===== config.mk =====
export PLATFORM = sky130hd
export DESIGN_NAME = ram_refresh_sched
export DESIGN_NICKNAME = d
export VERILOG_FILES = /design/src/rtl/ram_ref_pkg.sv /design/src/rtl/ram_refresh_sched_timer.sv /design/src/rtl/ram_refresh_sched.sv
export SDC_FILE = /design/constraint.sdc
export NUM_CORES = 1
export LEC_CHECK = 0
export CAP_MARGIN = 20
export CORE_UTILIZATION = 58
export CTS_CLUSTER_DIAMETER = 30
export DETAILED_ROUTE_END_ITERATION = 16
export HOLD_SLACK_MARGIN = 0.12
export PLACE_DENSITY_LB_ADDON = 0.1
export SYNTH_ARGS = -nofsm -noshare
export SYNTH_HDL_FRONTEND = slang
export SYNTH_HIERARCHICAL = 1
export SYNTH_SLANG_ARGS = --single-unit

===== constraint.sdc =====
create_clock -name CLK -period 5.1 [get_ports CLK]
set_clock_uncertainty 0.1 [all_clocks]
set_input_delay 0.51 -clock CLK [delete_from_list [all_inputs] [get_ports CLK]]
set_output_delay 0.51 -clock CLK [all_outputs]
set_load 0.01 [all_outputs]

===== src/rtl/ram_ref_pkg.sv =====
// Shared types and defaults for the DRAM refresh scheduler.
package ram_ref_pkg;

  typedef enum logic [1:0] {
    ST_IDLE = 2'd0,
    ST_PEND = 2'd1,
    ST_GAP  = 2'd2
  } ref_state_e;

  localparam int unsigned REF_PERIOD_DEF = 390;
  localparam int unsigned URG_DELAY_DEF  = 64;
  localparam int unsigned MAX_OWED_DEF   = 3;

  function automatic int unsigned owed_width(input int unsigned max_owed);
    return $clog2(max_owed + 1);
  endfunction

endpackage


===== src/rtl/ram_refresh_sched_timer.sv =====
// Free-running refresh interval timer; Tick pulses on the last count of each period.
module ref_interval_timer #(
  parameter int unsigned REF_PERIOD = 390
) (
  input  logic CLK,
  input  logic RST,
  input  logic En,
  output logic Tick
);

  localparam int unsigned CW = $clog2(REF_PERIOD);
  localparam logic [CW-1:0] LAST = CW'(REF_PERIOD - 1);

  logic [CW-1:0] cnt_q, cnt_d;

  always_comb begin
    cnt_d = cnt_q;
    Tick  = 1'b0;
    if (En) begin
      if (cnt_q == LAST) begin
        Tick  = 1'b1;
        cnt_d = '0;
      end else begin
        cnt_d = cnt_q + CW'(1);
      end
    end
  end

  always_ff @(posedge CLK or posedge RST) begin
    if (RST) cnt_q <= '0;
    else     cnt_q <= cnt_d;
  end

endmodule


===== src/rtl/ram_refresh_sched.sv =====
// DRAM refresh scheduler: tracks owed refreshes, raises RefReq/RefUrg, and
// inserts a one-cycle request gap after each controller acknowledge.
module ram_refresh_sched
  import ram_ref_pkg::*;
#(
  parameter int unsigned REF_PERIOD = REF_PERIOD_DEF,
  parameter int unsigned URG_DELAY  = URG_DELAY_DEF,
  parameter int unsigned MAX_OWED   = MAX_OWED_DEF
) (
  input  logic                             CLK,
  input  logic                             RST,
  input  logic                             En,
  input  logic                             RefActive,
  output logic                             RefReq,
  output logic                             RefUrg,
  output logic [owed_width(MAX_OWED)-1:0]  Owed,
  output logic                             Overrun
);

  localparam int unsigned OW = owed_width(MAX_OWED);
  localparam int unsigned AW = $clog2(URG_DELAY + 1);
  localparam logic [OW-1:0] OWED_MAX = OW'(MAX_OWED);
  localparam logic [AW-1:0] AGE_MAX  = AW'(URG_DELAY);

  logic          tick;
  logic          ack;
  logic          served;
  logic          ract_q;
  logic [OW-1:0] owed_q, owed_d;
  logic [AW-1:0] age_q, age_d;
  logic          ovr_q, ovr_d;
  logic          req_q, req_d;
  logic          urg_q, urg_d;
  ref_state_e    state_q, state_d;

  ref_interval_timer #(
    .REF_PERIOD(REF_PERIOD)
  ) u_timer (
    .CLK  (CLK),
    .RST  (RST),
    .En   (En),
    .Tick (tick)
  );

  assign ack = RefActive & ~ract_q;

  // A tick coinciding with a serviced ack nets to zero and cannot overrun.
  always_comb begin
    owed_d = owed_q;
    ovr_d  = ovr_q;
    served = 1'b0;
    if (tick && ack && (owed_q != '0)) begin
      served = 1'b1;
    end else if (tick) begin
      if (owed_q == OWED_MAX) ovr_d  = 1'b1;
      else                    owed_d = owed_q + OW'(1);
    end else if (ack && (owed_q != '0)) begin
      owed_d = owed_q - OW'(1);
      served = 1'b1;
    end
  end

  always_comb begin
    age_d = age_q;
    if (served || (owed_q == '0)) age_d = '0;
    else if (age_q != AGE_MAX)    age_d = age_q + AW'(1);
  end

  always_comb begin
    state_d = state_q;
    unique case (state_q)
      ST_IDLE: if (owed_q != '0) state_d = ST_PEND;
      ST_PEND: if (ack)          state_d = ST_GAP;
      ST_GAP:  state_d = (owed_q != '0) ? ST_PEND : ST_IDLE;
      default: state_d = ST_IDLE;
    endcase
  end

  // Outputs are registered from next-state values so they line up with state_q.
  always_comb begin
    req_d = (state_d == ST_PEND);
    urg_d = req_d && ((age_d >= AGE_MAX) || (owed_d >= OW'(2)));
  end

  always_ff @(posedge CLK or posedge RST) begin
    if (RST) begin
      ract_q  <= 1'b0;
      owed_q  <= '0;
      age_q   <= '0;
      ovr_q   <= 1'b0;
      req_q   <= 1'b0;
      urg_q   <= 1'b0;
      state_q <= ST_IDLE;
    end else begin
      ract_q  <= RefActive;
      owed_q  <= owed_d;
      age_q   <= age_d;
      ovr_q   <= ovr_d;
      req_q   <= req_d;
      urg_q   <= urg_d;
      state_q <= state_d;
    end
  end

  assign RefReq  = req_q;
  assign RefUrg  = urg_q;
  assign Owed    = owed_q;
  assign Overrun = ovr_q;

endmodule


# ---- Yosys cells after proc, flatten, opt, wreduce, memory -nomap -nowiden
# Cells that the tools add are included.
dict set report op_classes {
  addsub 4
  n_lt_le_gt_ge 2
  n_eq_ne 6
  muxes 16
  n_bitwise 3
  reduce_logical 10
}
# cell n
set ops {}
lappend ops {{7-bit two-way mux} 2}
lappend ops {{2-bit two-way mux} 6}
lappend ops {{9-bit by 1-bit adder with 9-bit output (second input constant)} 1}
lappend ops {{9-bit == test (second input constant)} 1}
lappend ops {{9-bit two-way mux} 1}
lappend ops {{7-bit by 1-bit adder with 7-bit output (second input constant)} 1}
lappend ops {{7-bit >= comparator (second input constant)} 1}
lappend ops {{7-bit inequality test (second input constant)} 1}
lappend ops {{1-bit two-way mux} 6}
lappend ops {{2-bit case mux with 3 select lines} 1}
lappend ops {{2-bit by 1-bit == test with 1-bit output (second input constant)} 2}
lappend ops {{2-bit == test (second input constant)} 2}
lappend ops {{1-bit logical AND} 4}
lappend ops {{2-bit logical NOT} 2}
lappend ops {{3-bit AND reduction} 1}
lappend ops {{2-bit by 1-bit adder with 2-bit output (second input constant)} 1}
lappend ops {{2-bit >= comparator (second input constant)} 1}
lappend ops {{1-bit logical OR} 2}
lappend ops {{1-bit NOT} 2}
lappend ops {{2-bit nonzero test} 1}
lappend ops {{2-bit by 1-bit subtractor with 2-bit output (second input constant)} 1}
lappend ops {{1-bit bitwise AND} 1}
dict set report totals {
  register_bits 24
  input_bits 4
  out_inout_bits 5
  wordCells 49
}

# ---- Logic depth before layout (Yosys ltp)
# Gate-level depths: netlist of run 1.
dict set report logic_depth {
  word_depth 11
  mapped_depth 9
  ltp_nobuf 8
}

# ---- Hierarchy
# The synthesis of run 1 kept the hierarchy.
# mod instances cells_per_inst area_per_inst_um2 seq_area_each_um2
set modules_own_cells {}
lappend modules_own_cells {ram_refresh_sched 1 69 765.7 375.4}
lappend modules_own_cells {ref_interval_timer 1 44 470.5 225.2}

# ---- Least setup slack after synthesis of run 1
# Ideal clock, no wire load.
dict set report synth_path {
  path_kind {input port to flip-flop}
  start {in En}
  end {reg urg_q (netlist: RefUrg)}
  setup_ns 0.065
  t_arrival_ns 1.781
  t_required_ns 4.935
  path_slack_ns 3.154
  stages 8
  path_buffers 2
  path_cell_list {buf_4 nand4_1 and4bb_1 buf_2 or2b_1 a21oi_1 a21boi_2 o21a_1}
}
dict set report synth_between {
  elab_chain_cells 9
}
# item line_no
set synth_lines {}
lappend synth_lines {{start: declaration} ram_refresh_sched.sv:12} ;# input logic En,
lappend synth_lines {{1-bit two-way mux (*)} ram_refresh_sched_timer.sv:19} ;# if (En) begin
lappend synth_lines {{net tick} ram_refresh_sched.sv:25} ;# logic tick;
lappend synth_lines {{1-bit logical AND (2 in a row)} ram_refresh_sched.sv:52} ;# if (tick && ack && (owed_q != '0)) begin
lappend synth_lines {{1-bit two-way mux (*)} ram_refresh_sched.sv:52}
lappend synth_lines {{1-bit logical OR (*)} ram_refresh_sched.sv:65} ;# if (served || (owed_q == '0)) age_d = '0;
lappend synth_lines {{7-bit two-way mux (*)} ram_refresh_sched.sv:65}
lappend synth_lines {{net age_d[6]} ram_refresh_sched.sv:30} ;# logic [AW-1:0] age_q, age_d;
lappend synth_lines {{7-bit >= comparator (*)} ram_refresh_sched.sv:82} ;# urg_d = req_d && ((age_d >= AGE_MAX) || (owed_d >= OW'(2)));
lappend synth_lines {{1-bit logical OR (*)} ram_refresh_sched.sv:82}
lappend synth_lines {{1-bit logical AND (*)} ram_refresh_sched.sv:82}
lappend synth_lines {{net urg_d} ram_refresh_sched.sv:33} ;# logic urg_q, urg_d;
lappend synth_lines {{end signal: assignment} ram_refresh_sched.sv:100} ;# urg_q <= urg_d;
lappend synth_lines {{end: declaration} ram_refresh_sched.sv:33}
# The timed path passes the listed nets; every way through them passes the cells marked *.
# A chain may end at the register's enable or synchronous reset.

# ---- Final worst setup path of run 1
# Same ends and word-level chain as after synthesis.

==> results of run 1 <==
area by class of cell:
cell class                 instances  area [um2]
clock buffer                       3       22.52
fill                             140       621.8
inverter                           7       26.28
multi-input combinational         80       596.8
sequential                        24       600.6
tap                               27       33.78
timing repair buffer               8       80.08
sequential cells by signal, indices dropped and copies added, names as in the netlist:
signal,flops
age_q,7
RefUrg,1
Owed,2
Overrun,1
u_timer/cnt_q,9
state_q,2
ract_q,1
RefReq,1
path summary, 6_finish.rpt:
path,depth (start not counted),slack [ns],endpoint,from
worst max register to register,8,2.98,RefUrg,u_timer/cnt_q[1]
max in group asynchronous,2,4.03,RefReq,RST
min in group CLK,1,0.40,Overrun,Overrun
worst max-delay path,7,2.74,RefUrg,En
worst min-delay path,2,0.40,u_timer/cnt_q[5],RST
worst min register to register,1,0.40,Overrun,Overrun
cells by family after synthesis:
group / Yosys count / share of synthesized area, %
buffers and inverters: 9 / 3.138
xor gates and xnor gates: 12 / 8.502
AOI/OAI and AO/OA: 14 / 8.097
muxes: 4 / 3.745
DFF: 24 / 48.58
and+or+nand+nor: 42 / 19.84
adders and majority gates: 8 / 8.097
power by group:
part	switching, mW	leakage, nW	internal, mW
logic	0.111	0.301	0.127
clock network	0.0506	0.0138	0.0275
registers	0.0662	0.303	0.247
layout by cell type (no fill, tap or decap), types with 3 or more instances in the layout:
cell type,instances
clkbuf_4,3
nand2_1,8
nand3_1,3
o21ai_0,6
ha_1,8
xor2_1,6
nor2_1,12
dfrtp_1,24
or3_1,3
nand4_1,3
inv_1,7
clkdlybuf4s50_1,8
xnor2_1,6
cell usage after synthesis, drive strengths merged:
library cell	number
a31o	1
xnor2	6
xor2	6
a21boi	1
nor3	1
or3b	1
nand4	5
and4bb	1
and3b	1
nor3b	1
o21a	1
nand2	8
ha	8
nand3	3
dfrtp	24
or3	3
and2	2
a211oi	1
nor2	12
inv	7
buf	2
a21oi	3
o21ai	6
mux2	2
o211ai	1
nand3b	1
nor2b	1
nor4b	1
or2b	1
mux2i	2
per-stage QoR:
| step | utilization [%] | hold slack [ns] | instances | setup slack [ns] | cell area (um2) |
|---|---|---|---|---|---|
| 4_1_cts | 68.62 | 0.3937 | 149 | 2.731 | 1360 |
| 3_5_place_dp | 67.49 | 0.3612 | 146 | 2.400 | 1338 |
| 3_3_place_gp | 67.49 | 0.3583 | 146 | 2.473 | 1338 |
| 5_1_grt | 68.62 | 0.4081 | 149 | 2.612 | 1360 |
| 2_1_floorplan | - | 0.2379 | 113 | 3.154 | 1236 |
| 6_report | 68.62 | 0.3952 | 149 | 2.735 | 1360 |
worst register-to-register path, stage by stage, from the launching register on:
cell and delay (ns):
dfrtp_1 0.44, inv_1 0.07, ha_1 0.13, nand4_1 0.08
and4bb_1 0.57, or2b_1 0.16, a21oi_1 0.09, a21boi_2 0.19
o21a_1 0.19
routing by layer:
metal,part of all wire [%],vias to the layer above
li1,-,402
met1,49,372
met2,48,8
met3,1.9,4
met4,1.5,0
met5,0,-
==> flow_summary.yaml, run 1 <==
global_routing:
  antenna_found_initial: 0
  met3_usage_pct: 3.333
  grt_busiest_layer: "met2"
  overflow: 0
  grt_pass1_wl_mm: 3.036
  grt_max_degree: 16
  grtUsageMet1_pct: 28.09
  grt_pass1_vias: 706
  met2_usage_pct: 29.33
  gr-usage-all-layers_pct: 19.80
floorplanning:
  core_mm2: 0.001982
  rows: 16
  num_io_pins: 9
  die_x_um: 48.17
  dieArea_mm2: 0.002320
  initial_utilization_pct: 62.37
  die_h_um: 48.17
timing:
  period_minus_slack_ns: 2.365
  hold_violations: 0
  finalSetupTns_ns: 0
  setup-violations-final: 0
  fin_crit_sh_pct: 46.36
  relSlewSlack_pct: 61.19
  fmax_mhz: 422.9
  worstMarginPinSlew_ns: 0.5816
  rsz0062_at_grt: "no"
  drv_slew: 0
pwr:
  power_uw: 629.1
  peakVddDrop_uv: 284.2
  p_leak_nw: 0.6180
  p_per_area_mw_per_mm2: 462.6
clock_network:
  cts_buffers: 3
  clk_latency_ns: 0.30
  post_cts_resized: 0
  cts_setup_buffers: 0
  path_clk_slew_ns: 0.12
  cts_tree: "built"
  clockBufferDepth: 2
  cts-root-buf: "clkbuf_4"
  cts_sinks: 24
  cts_hold_buf: 0
  h-tree-depth: 1
logic_synthesis:
  syn_inst: 113
  synth_seq_cells: 24
  yosysTopAreaCell: "dfrtp_1"
  ys_warn_count: 6
  syn_area_mm2: 0.001236
  synth_top_area_share_pct: 48.58
  syn_avg_cell_area_um2: 10.94
  syn_nets: 125
  synthDistinctLibCells: 34
  synth_area_leaders: "dfrtp_1 (49%), ha_1 (8.1%), xnor2_1 (4.3%)"
  synth_seq_area_share_pct: 48.58
layout:
  antenna-diode-count: 0
  area_delta_synth_final_pct: 10.02
  drive_gt1_share_pct: 11.48
  final_nets: 136
worst_setup_path:
  crit_arrival_ns: 2.47
  cp_slowest_cell: "clkdlybuf4s50_1"
  cp-start-kind: "input pin"
  worst-setup-path-type: "input pin to flop"
  end_kind: "flop"
  crit_buf_inv: 1
  cp_max_fo: 11
  crit_chain: "clkdlybuf4s50_1, nand4_1, and4bb_1, or2b_1, a21oi_1, a21boi_2, o21a_1"
  slowest_delay_ns: 0.65
  cp_top_family: "simple AND/OR/NAND/NOR gates"
  cp_data_required_time_ns: 5.20
detailed_routing:
  vias_per_cell: 5.275
  wl_mm: 1.964
  ant_nets: 0
  dr.pass1.iters: 4
  drt_iter0_drc: 5
  drcViolationCount: 0
  vias: 786
  avgRoutedWirePerCell_um: 13.18
placement:
  port_buffers: 8
  place_hpwl_mm: 1.469
  gp_congestion: 0.7412
flow_run:
  cap_violations: 0
status:
  status: "finished clean"
worst_hold_path:
  hold_path.class: "input pin to async pin"
No activity file was read; power rests on OpenSTA's default activity.
==> run 2: changes to the inputs <==
- CORE_UTILIZATION: 58 -> 56
- clock period: 5.1 -> 2.3 ns (I/O delays scaled with it)
==> flow_summary.yaml, run 2 (same netlist as run 1, synthesis figures left out) <==
global_routing:
  grt_pass1_wl_mm: 4.022
  grt_max_degree: 16
  antenna_found_initial: 0
  grt_pass1_vias: 909
  overflow: 0
  gr-usage-all-layers_pct: 22.44
pwr:
  power_mw: 1.552
  peakVddDrop_uv: 701.6
  p_leak_nw: 0.6466
  p_per_area_mw_per_mm2: 1096
floorplanning:
  num_io_pins: 9
  core_mm2: 0.002022
  dieArea_mm2: 0.002400
  rows: 16
  initial_utilization_pct: 61.14
  die_x_um: 48.99
  die_h_um: 48.99
timing:
  drv_slew: 0
  fin_crit_sh_pct: 87.70
  worstMarginPinSlew_ns: 0.5651
  hold_violations: 0
  rsz0062_at_grt: "no"
  finalSetupTns_ns: 0
  setup-violations-final: 0
  fmax_mhz: 495.8
  period_minus_slack_ns: 2.017
  hold_slack_ns: 0.2988
  relSlewSlack_pct: 62.29
detailed_routing:
  avgRoutedWirePerCell_um: 14.67
  ant_nets: 0
  wl_mm: 2.244
  vias_per_cell: 5.399
  dr.pass1.iters: 4
  drt_iter0_drc: 5
  drcViolationCount: 0
  vias: 826
worst_hold_path:
  hold_depth: 1
  hold_path.class: "input pin to flop"
layout:
  fill_cells: 162
  area_delta_synth_final_pct: 14.47
  largest_register: "u_timer/cnt_q"
  drive_gt1_share_pct: 13.49
  final_nets: 139
  reg_top3: "u_timer/cnt_q: 9 flops, age_q: 7 flops"
  final_common_cell: "dfrtp_1"
  final_cell_mix: "dfrtp_1 (24), nor2_1 (12), nand2_1 (8), ha_1 (8), clkdlybuf4s50_1 (8)"
  antenna-diode-count: 0
  final_cells: 153
  largest_register_ffs: 9
clock_network:
  cts-root-buf: "clkbuf_4"
  clk_latency_ns: 0.33
  h-tree-depth: 1
  cts_buffers: 3
  cts_sinks: 24
  cts_tree: "built"
  clockBufferDepth: 2
  path_clk_slew_ns: 0.14
worst_setup_path:
  cp_data_required_time_ns: 2.48
  cp_max_fo: 4
  r2r_slack_ns: 0.28
  crit_arrival_ns: 2.20
  end_kind: "flop"
  cp-start-kind: "flop"
  reg2reg_depth: 7
  worst-setup-path-type: "flop to flop"
status:
  status: "finished clean"
placement:
  gp_congestion: 0.7615
  place_hpwl_mm: 1.686
  dp.cells: 148
  port_buffers: 8
flow_run:
  cap_violations: 0
==> run 2: layer usage <==
metal / routed length [um] / GRT usage (%) / vias up
met5: 0 / 0 / -
met4: 30 / 9.804 / 0
met3: 36 / 4.050 / 6
met2: 1190 / 40.51 / 8
met1: 986 / 25.77 / 403
li1: - / - / 409
==> run 2: timing repair <==
item | 4_1_cts | 5_1_grt
buffers inserted | 0 | 0
setup endpoints to repair | 0 | 0
resized for setup | 0 | 0
hold buffers | 1 | 0
hold endpoints to repair | 9 | 0
==> run 2: stage by stage <==
stage               cell area (um2)  util [%]  setup WS, ns
finish                         1415     69.99        0.2830
global route                   1415     69.99        0.1903
CTS                            1415     69.99        0.2602
detailed placement             1353     66.89        0.2723
global placement               1353     66.89        0.3380
floorplan                      1236         -        0.3905
==> run 2: path summary, 6_finish.rpt <==
kind | startpoint | to
max in group asynchronous | RST | RefReq
min in group asynchronous | RST | u_timer/cnt_q[7]
worst min-delay path | RefActive | ract_q
worst max register to register | u_timer/cnt_q[0] | RefUrg
worst max-delay path | u_timer/cnt_q[0] | RefUrg
worst min register to register | Overrun | Overrun
==> run 2: final cells by class <==
| type | instances | area, um2 | share of cell area (%) |
|---|---|---|---|
| clock inverters | 1 | 30.03 | 2.122 |
| clock buffers | 3 | 22.52 | 1.592 |
| repair buffers | 11 | 105.1 | 7.427 |
| inverters | 7 | 26.28 | 1.857 |
| multi-input cells | 80 | 596.8 | 42.17 |
| well taps | 27 | 33.78 | 2.387 |
| flip-flops and latches | 24 | 600.6 | 42.44 |
==> run 2: worst max-delay path, cell delays in order, from the launching register on <==
cell and delay (ns):
dfrtp_1 0.46, ha_1 0.22, nand4_1 0.08, and4bb_1 0.23, or2b_1 0.25, a21oi_1 0.27
a21boi_2 0.23, o21a_1 0.14
==> run 2: report_power, final <==
group | internal (mW) | switching, mW | total (mW)
Clock | 0.176 | 0.135 | 0.312
Combinational | 0.285 | 0.258 | 0.543
Sequential | 0.548 | 0.148 | 0.697
==> variant 1, RTL diff (settings of run 2) <==
Add an input register stage for `RefActive`, without a reset; this delays it by one clock. The other inputs are not delayed to match.
--- a/src/rtl/ram_refresh_sched.sv
+++ b/src/rtl/ram_refresh_sched.sv
@@ -24,2 +24,8 @@
 
+  logic RefActive_q;
+
+  always_ff @(posedge CLK) begin
+    RefActive_q <= RefActive;
+  end
+
   logic          tick;
@@ -44,3 +50,3 @@
 
-  assign ack = RefActive & ~ract_q;
+  assign ack = RefActive_q & ~ract_q;
 
@@ -94,3 +100,3 @@
     end else begin
-      ract_q  <= RefActive;
+      ract_q  <= RefActive_q;
       owed_q  <= owed_d;
Behaviour: same outputs for any inputs over 10 cycles, from zero or initial values and one cycle with RST high; that may be too few to reach the edited logic, so the function may still have changed.
==> variant 1 against run 2 <==
Final area fell by 0.97%; routed wire length decreased by 8.6%; first-iteration DRC count increased to 2.8 times the old value; worst setup slack worse by 0.0059 ns; core utilization fell by 0.68 points; non-clock buffer count did not move; combinational power fell by 2%; via count up 2.4%; critical path depth unchanged; total power decreased by 8.0%; synthesized area up 0.91%; sequential cell count is 1 higher; count of clock-buffer cells in the layout unchanged; largest power group unchanged.
==> variant 1: results (changes against run 2) <==
Outcome
  – Status: finished clean (unchanged)

Place
  – Placed cells: 151 (was 148)
  – Post-DP HPWL: 1.56 mm (was 1.69 mm)
  – RD Place Congestion: 0.812 (was 0.762)
  – Pre-CTS setup slack: 0.222 ns (was 0.272 ns)
  – DP Area: 1360 um^2 (was 1350 um^2)

Synth
  – Distinct cells, synth: 35 (was 34)
  – Synth top area cells: dfrtp_1 (48%), ha_1 (8.0%), nor2_1 (4.5%) (was dfrtp_1 (49%), ha_1 (8.1%), xnor2_1 (4.3%))
  – Synth async-reset ratio: 96.0% (was 100%)
  – Synth cell count leaders: dfrtp_1 (24), nor2_1 (15), ha_1 (8) (was dfrtp_1 (24), nor2_1 (12), ha_1 (8), nand2_1 (8), inv_1 (7))
  – Synth Net Count: 128 (was 125)
  – Post-synthesis sequential area ratio: 49.7% (was 48.6%)
  – Synthesized area per cell: 10.8 um^2 (was 10.9 um^2)
  – Ys Warns: 6 (unchanged)

Pwr
  – Power Internal: 0.896 mW (was 1.01 mW)
  – Max VDD drop: 0.611 mV (was 0.702 mV)
  – Pleak: 0.638 nW (was 0.647 nW)

Cells and area
  – Share of cells above drive strength 1: 12.4% (was 13.5%)
  – Top flop regs: u_timer/cnt_q (9), age_q (7), state_q (2) (was u_timer/cnt_q (9), age_q (7))
  – Antenna cells: 0 (unchanged)
  – Final net count: 142 (was 139)

Worst setup path
  – Worst path slowest cell: dfrtp_1 (unchanged)
  – Arr. time, crit path: 2.17 ns (was 2.20 ns)
  – Critical path type: reg -> reg (unchanged)
  – Critical path peak fanout: 8 (was 4)
  – Delay-heaviest family, CP: simple AND/OR/NAND/NOR gates (was compound AO/OA/AOI/OAI gates)
  – Reg2reg end: age_q[5]$_DFF_PP0_ (was RefUrg$_DFF_PP0_)
  – Depth of the most critical reg-to-reg path: 7 (unchanged)

Flow run
  – MaxCap Viol Count: 0 (unchanged)

Global routing
  – First-pass GRT wire length: 3.76 mm (was 4.02 mm)
  – GR Util All Layers: 20.7% (was 22.4%)
  – Vias in the first global route: 869 (was 909)

Clock network
  – Clock Latency Late Sink: 0.31 ns (was 0.33 ns)
  – CTS Root Cell: clkbuf_4 (unchanged)
  – CTS Buffer Depth: 2 (unchanged)
  – H-tree level count: 1 (unchanged)
  – CTS Buf Count: 3 (unchanged)

Routing
  – First-iteration detailed-routing DRC count: 14 (was 5)
  – Detailed Route WL: 2.05 mm (was 2.24 mm)
  – Routed len/inst: 13.2 um (was 14.7 um)
  – Vias per cell: 5.42 (was 5.40)
  – First-pass DRT Iterations: 4 (unchanged)

STA
  – Final worst path period need: 2.02 ns (about the same)
  – Relative slew slack: 62.8% (was 62.3%)
## variant 1: cell count changes in the layout (fill, tap and decap cells not counted), moves of 2 or more
cell	change
nand2_1	-3
nor2_1	+3
and2_1	-2
nand2b_1	+5
nand3_1	-2
or2_2	+2
o22ai_1	+2
## variant 1: what timing repair did
action / CTS / global route
hold buffers: 1 / 0
setup buffers: 0 / 0
hold endpoints to repair: 9 / 0
## variant 1: worst min-delay path by stage
| stage | endpoint | startpoint | cells after the start | slack, ns |
|---|---|---|---|---|
| 4_1_cts | RefActive_q$_DFF_P_ | RefActive | 1 | 0.24 |
| 6_report | RefActive_q$_DFF_P_ | RefActive | 1 | 0.25 |
| 3_5_place_dp | ract_q$_DFF_PP0_ | RefActive_q$_DFF_P_ | 0 | 0.27 |
| 3_3_place_gp | ract_q$_DFF_PP0_ | RefActive_q$_DFF_P_ | 0 | 0.25 |
| 5_1_grt | RefActive_q$_DFF_P_ | RefActive | 1 | 0.23 |
| 2_1_floorplan | u_timer/cnt_q[0]$_DFFE_PP0P_ | RST | 1 | -0.04 |
## variant 1: power groups by stage
stage          Combinational (mW)  Clock [mW]  Sequential (mW)
3_5_place_dp                0.533           0            0.713
2_1_floorplan               0.367           0            0.700
4_1_cts                     0.539       0.199            0.704
6_report                    0.530       0.191            0.706
3_3_place_gp                0.510           0            0.704
5_1_grt                     0.613       0.219            0.726
## variant 1: kinds of logic after synthesis
logic type                 after synthesis  synth area share [%]
DFF                                     25                  49.7
muxes                                    2                  1.71
and+or+nand+nor                         43                  19.3
adders and majority gates                8                  8.02
buffers and inverters                    9                  3.11
AOI/OAI and AO/OA                       17                  9.73
xor gates and xnor gates                12                  8.43
## variant 1: metal layers
metal | vias to the layer above | share of wire [%] | track usage, %
met2 | 10 | 48 | 32.2
met1 | 409 | 49 | 28.1
met4 | 0 | 0.58 | 9.31
li1 | 425 | - | -
met3 | 2 | 1.9 | 3.74
met5 | - | 0 | 0
## variant 1: layout make-up
type | instances | area, um^2
clock buffers | 3 | 22.5
clock inverters | 1 | 5.00
fillers | 161 | 621
inverters | 7 | 26.3
multi-input cells | 82 | 588
flip-flops and latches | 25 | 621
well taps | 27 | 33.8
repair buffers | 11 | 105
==> variant 2, RTL diff (flow settings as in run 2) <==
Without the edit above. Change the package constant `URG_DELAY_DEF` from 64 to 32.
--- a/src/rtl/ram_ref_pkg.sv
+++ b/src/rtl/ram_ref_pkg.sv
@@ -10,3 +10,3 @@
   localparam int unsigned REF_PERIOD_DEF = 390;
-  localparam int unsigned URG_DELAY_DEF  = 64;
+  localparam int unsigned URG_DELAY_DEF  = 32;
   localparam int unsigned MAX_OWED_DEF   = 3;
Check against the original RTL: same outputs for any inputs over 10 cycles, from zero or initial values and one cycle with RST high; that may be too few to reach the edited logic, so the function may still have changed.
==> variant 2 against run 2 <==
Via count decreased by 1.9%; global-route usage decreased by 2.6 points; critical path depth increased by 1; worst setup slack got worse by 0.036 ns; die area decreased by 2.4%; routed wire length decreased by 12%; sequential share of layout area decreased by 0.16 points; final area decreased by 3.8%; synthesized area decreased by 2.5%; total power decreased by 10%; sequential cell count decreased by 1; critical path type unchanged; largest cell class is now multi-input gates.
==> variant 2: results (changes against run 2) <==
Synth
  – Post-synthesis sequential area ratio: 47.8% (was 48.6%)
  – Synth Net Count: 124 (was 125)
  – Prevailing post-synth register cell: dfrtp_1 (unchanged)
  – Yosys reg bits: 23 (was 24)
  – Synth cell count leaders: dfrtp_1 (23), nor2_1 (15), ha_1 (8) (was dfrtp_1 (24), nor2_1 (12), ha_1 (8), nand2_1 (8), inv_1 (7))
  – Synth top area cells: dfrtp_1 (48%), ha_1 (8.3%), nor2_1 (4.7%) (was dfrtp_1 (49%), ha_1 (8.1%), xnor2_1 (4.3%))
  – Distinct cells, synth: 36 (was 34)

Cells and area
  – Top flop regs: u_timer/cnt_q (9), age_q (6) (was u_timer/cnt_q (9), age_q (7))
  – Fraction of area in multi-input gates: 43.4% (was 42.2%)
  – FF/Latch Area: 576 um^2 (was 601 um^2)
  – Antenna cells: 0 (unchanged)
  – Share of cells above drive strength 1: 14.4% (was 13.5%)
  – Clock-cell share: 2.21% (was 3.71%)
  – Final net count: 138 (was 139)
  – Clk_buf instances: 3 (unchanged)
  – Buffer share of cell area: 7.72% (was 7.43%)
  – # fillers: 169 (was 162)

Pwr
  – Sequential power: 0.690 mW (was 0.697 mW)
  – Combinational share of power: 37.5% (was 35.0%)
  – Overall power: 1.40 mW (was 1.55 mW)
  – Max VDD drop: 0.636 mV (was 0.702 mV)
  – Pleak: 0.620 nW (was 0.647 nW)
  – P_sw: 0.525 mW (was 0.542 mW)

Clock network
  – Clock Latency Late Sink: 0.30 ns (was 0.33 ns)
  – Post-CTS setup buffers: 0 (unchanged)

Global routing
  – GR Util All Layers: 19.8% (was 22.4%)
  – GR Layer Usage met3: 2.83% (was 4.05%)
  – Largest net degree at the start of global routing: 15 (was 16)
  – Met1 Usage GRT: 26.6% (was 25.8%)
  – Vias in the first global route: 841 (was 909)
  – Met2 usage: 33.8% (was 40.5%)
  – First-pass GRT wire length: 3.60 mm (was 4.02 mm)

STA
  – Relative slew slack: 65.3% (was 62.3%)
  – Final worst path period need: 2.05 ns (was 2.02 ns)

Outcome
  – Status: finished clean (unchanged)

Place
  – Post-DP HPWL: 1.52 mm (was 1.69 mm)
  – Pre-CTS setup slack: 0.187 ns (was 0.272 ns)
  – RD Place Congestion: 0.769 (was 0.762)

Worst setup path
  – Reg-to-reg slack, setup: 0.25 ns (was 0.28 ns)
  – R2r startpoint: u_timer/cnt_q[1]$_DFFE_PP0P_ (was u_timer/cnt_q[0]$_DFFE_PP0P_)
  – Critical path peak fanout: 9 (was 4)
  – Delay-heaviest family, CP: simple AND/OR/NAND/NOR gates (was compound AO/OA/AOI/OAI gates)

Routing
  – Top sig layer: met3 (was met4)
  – Vias after detailed routing: 810 (was 826)
  – Met1 WL: 1.01 mm (was 986 um)
  – Routed met2 length: 913 um (was 1.19 mm)
  – Routed len/inst: 12.9 um (was 14.7 um)
  – First-iteration detailed-routing DRC count: 4 (was 5)
  – Met3 wire len: 44 um (was 36 um)
## variant 2: final timing paths
kind	end	cells past startpoint
setup / recovery	RefUrg$_DFF_PP0_	8
hold / removal	ract_q$_DFF_PP0_	1
max in group asynchronous	ract_q$_DFF_PP0_	3
min in group asynchronous	u_timer/cnt_q[2]$_DFFE_PP0P_	3
hold reg to reg	state_q[1]$_DFF_PP0_	1
setup reg to reg	RefUrg$_DFF_PP0_	8
## variant 2: metrics by stage
stage,hold WS [ns],cells,area [um^2]
after floorplan,-0.0421,112,1200
after global placement,0.358,147,1320
after detailed placement,0.362,147,1320
after CTS,0.328,152,1360
after global routing,0.338,152,1360
final,0.330,152,1360
## variant 2: logic make-up after synthesis
group | synth area share [%]
flip-flops | 47.8
AO/OA/AOI/OAI | 10.5
buffers and inverters | 3.22
AND/OR/NAND/NOR | 20.5
multiplexers | 1.77
adder cells (fa/ha/maj) | 8.31
XOR/XNOR | 8.00
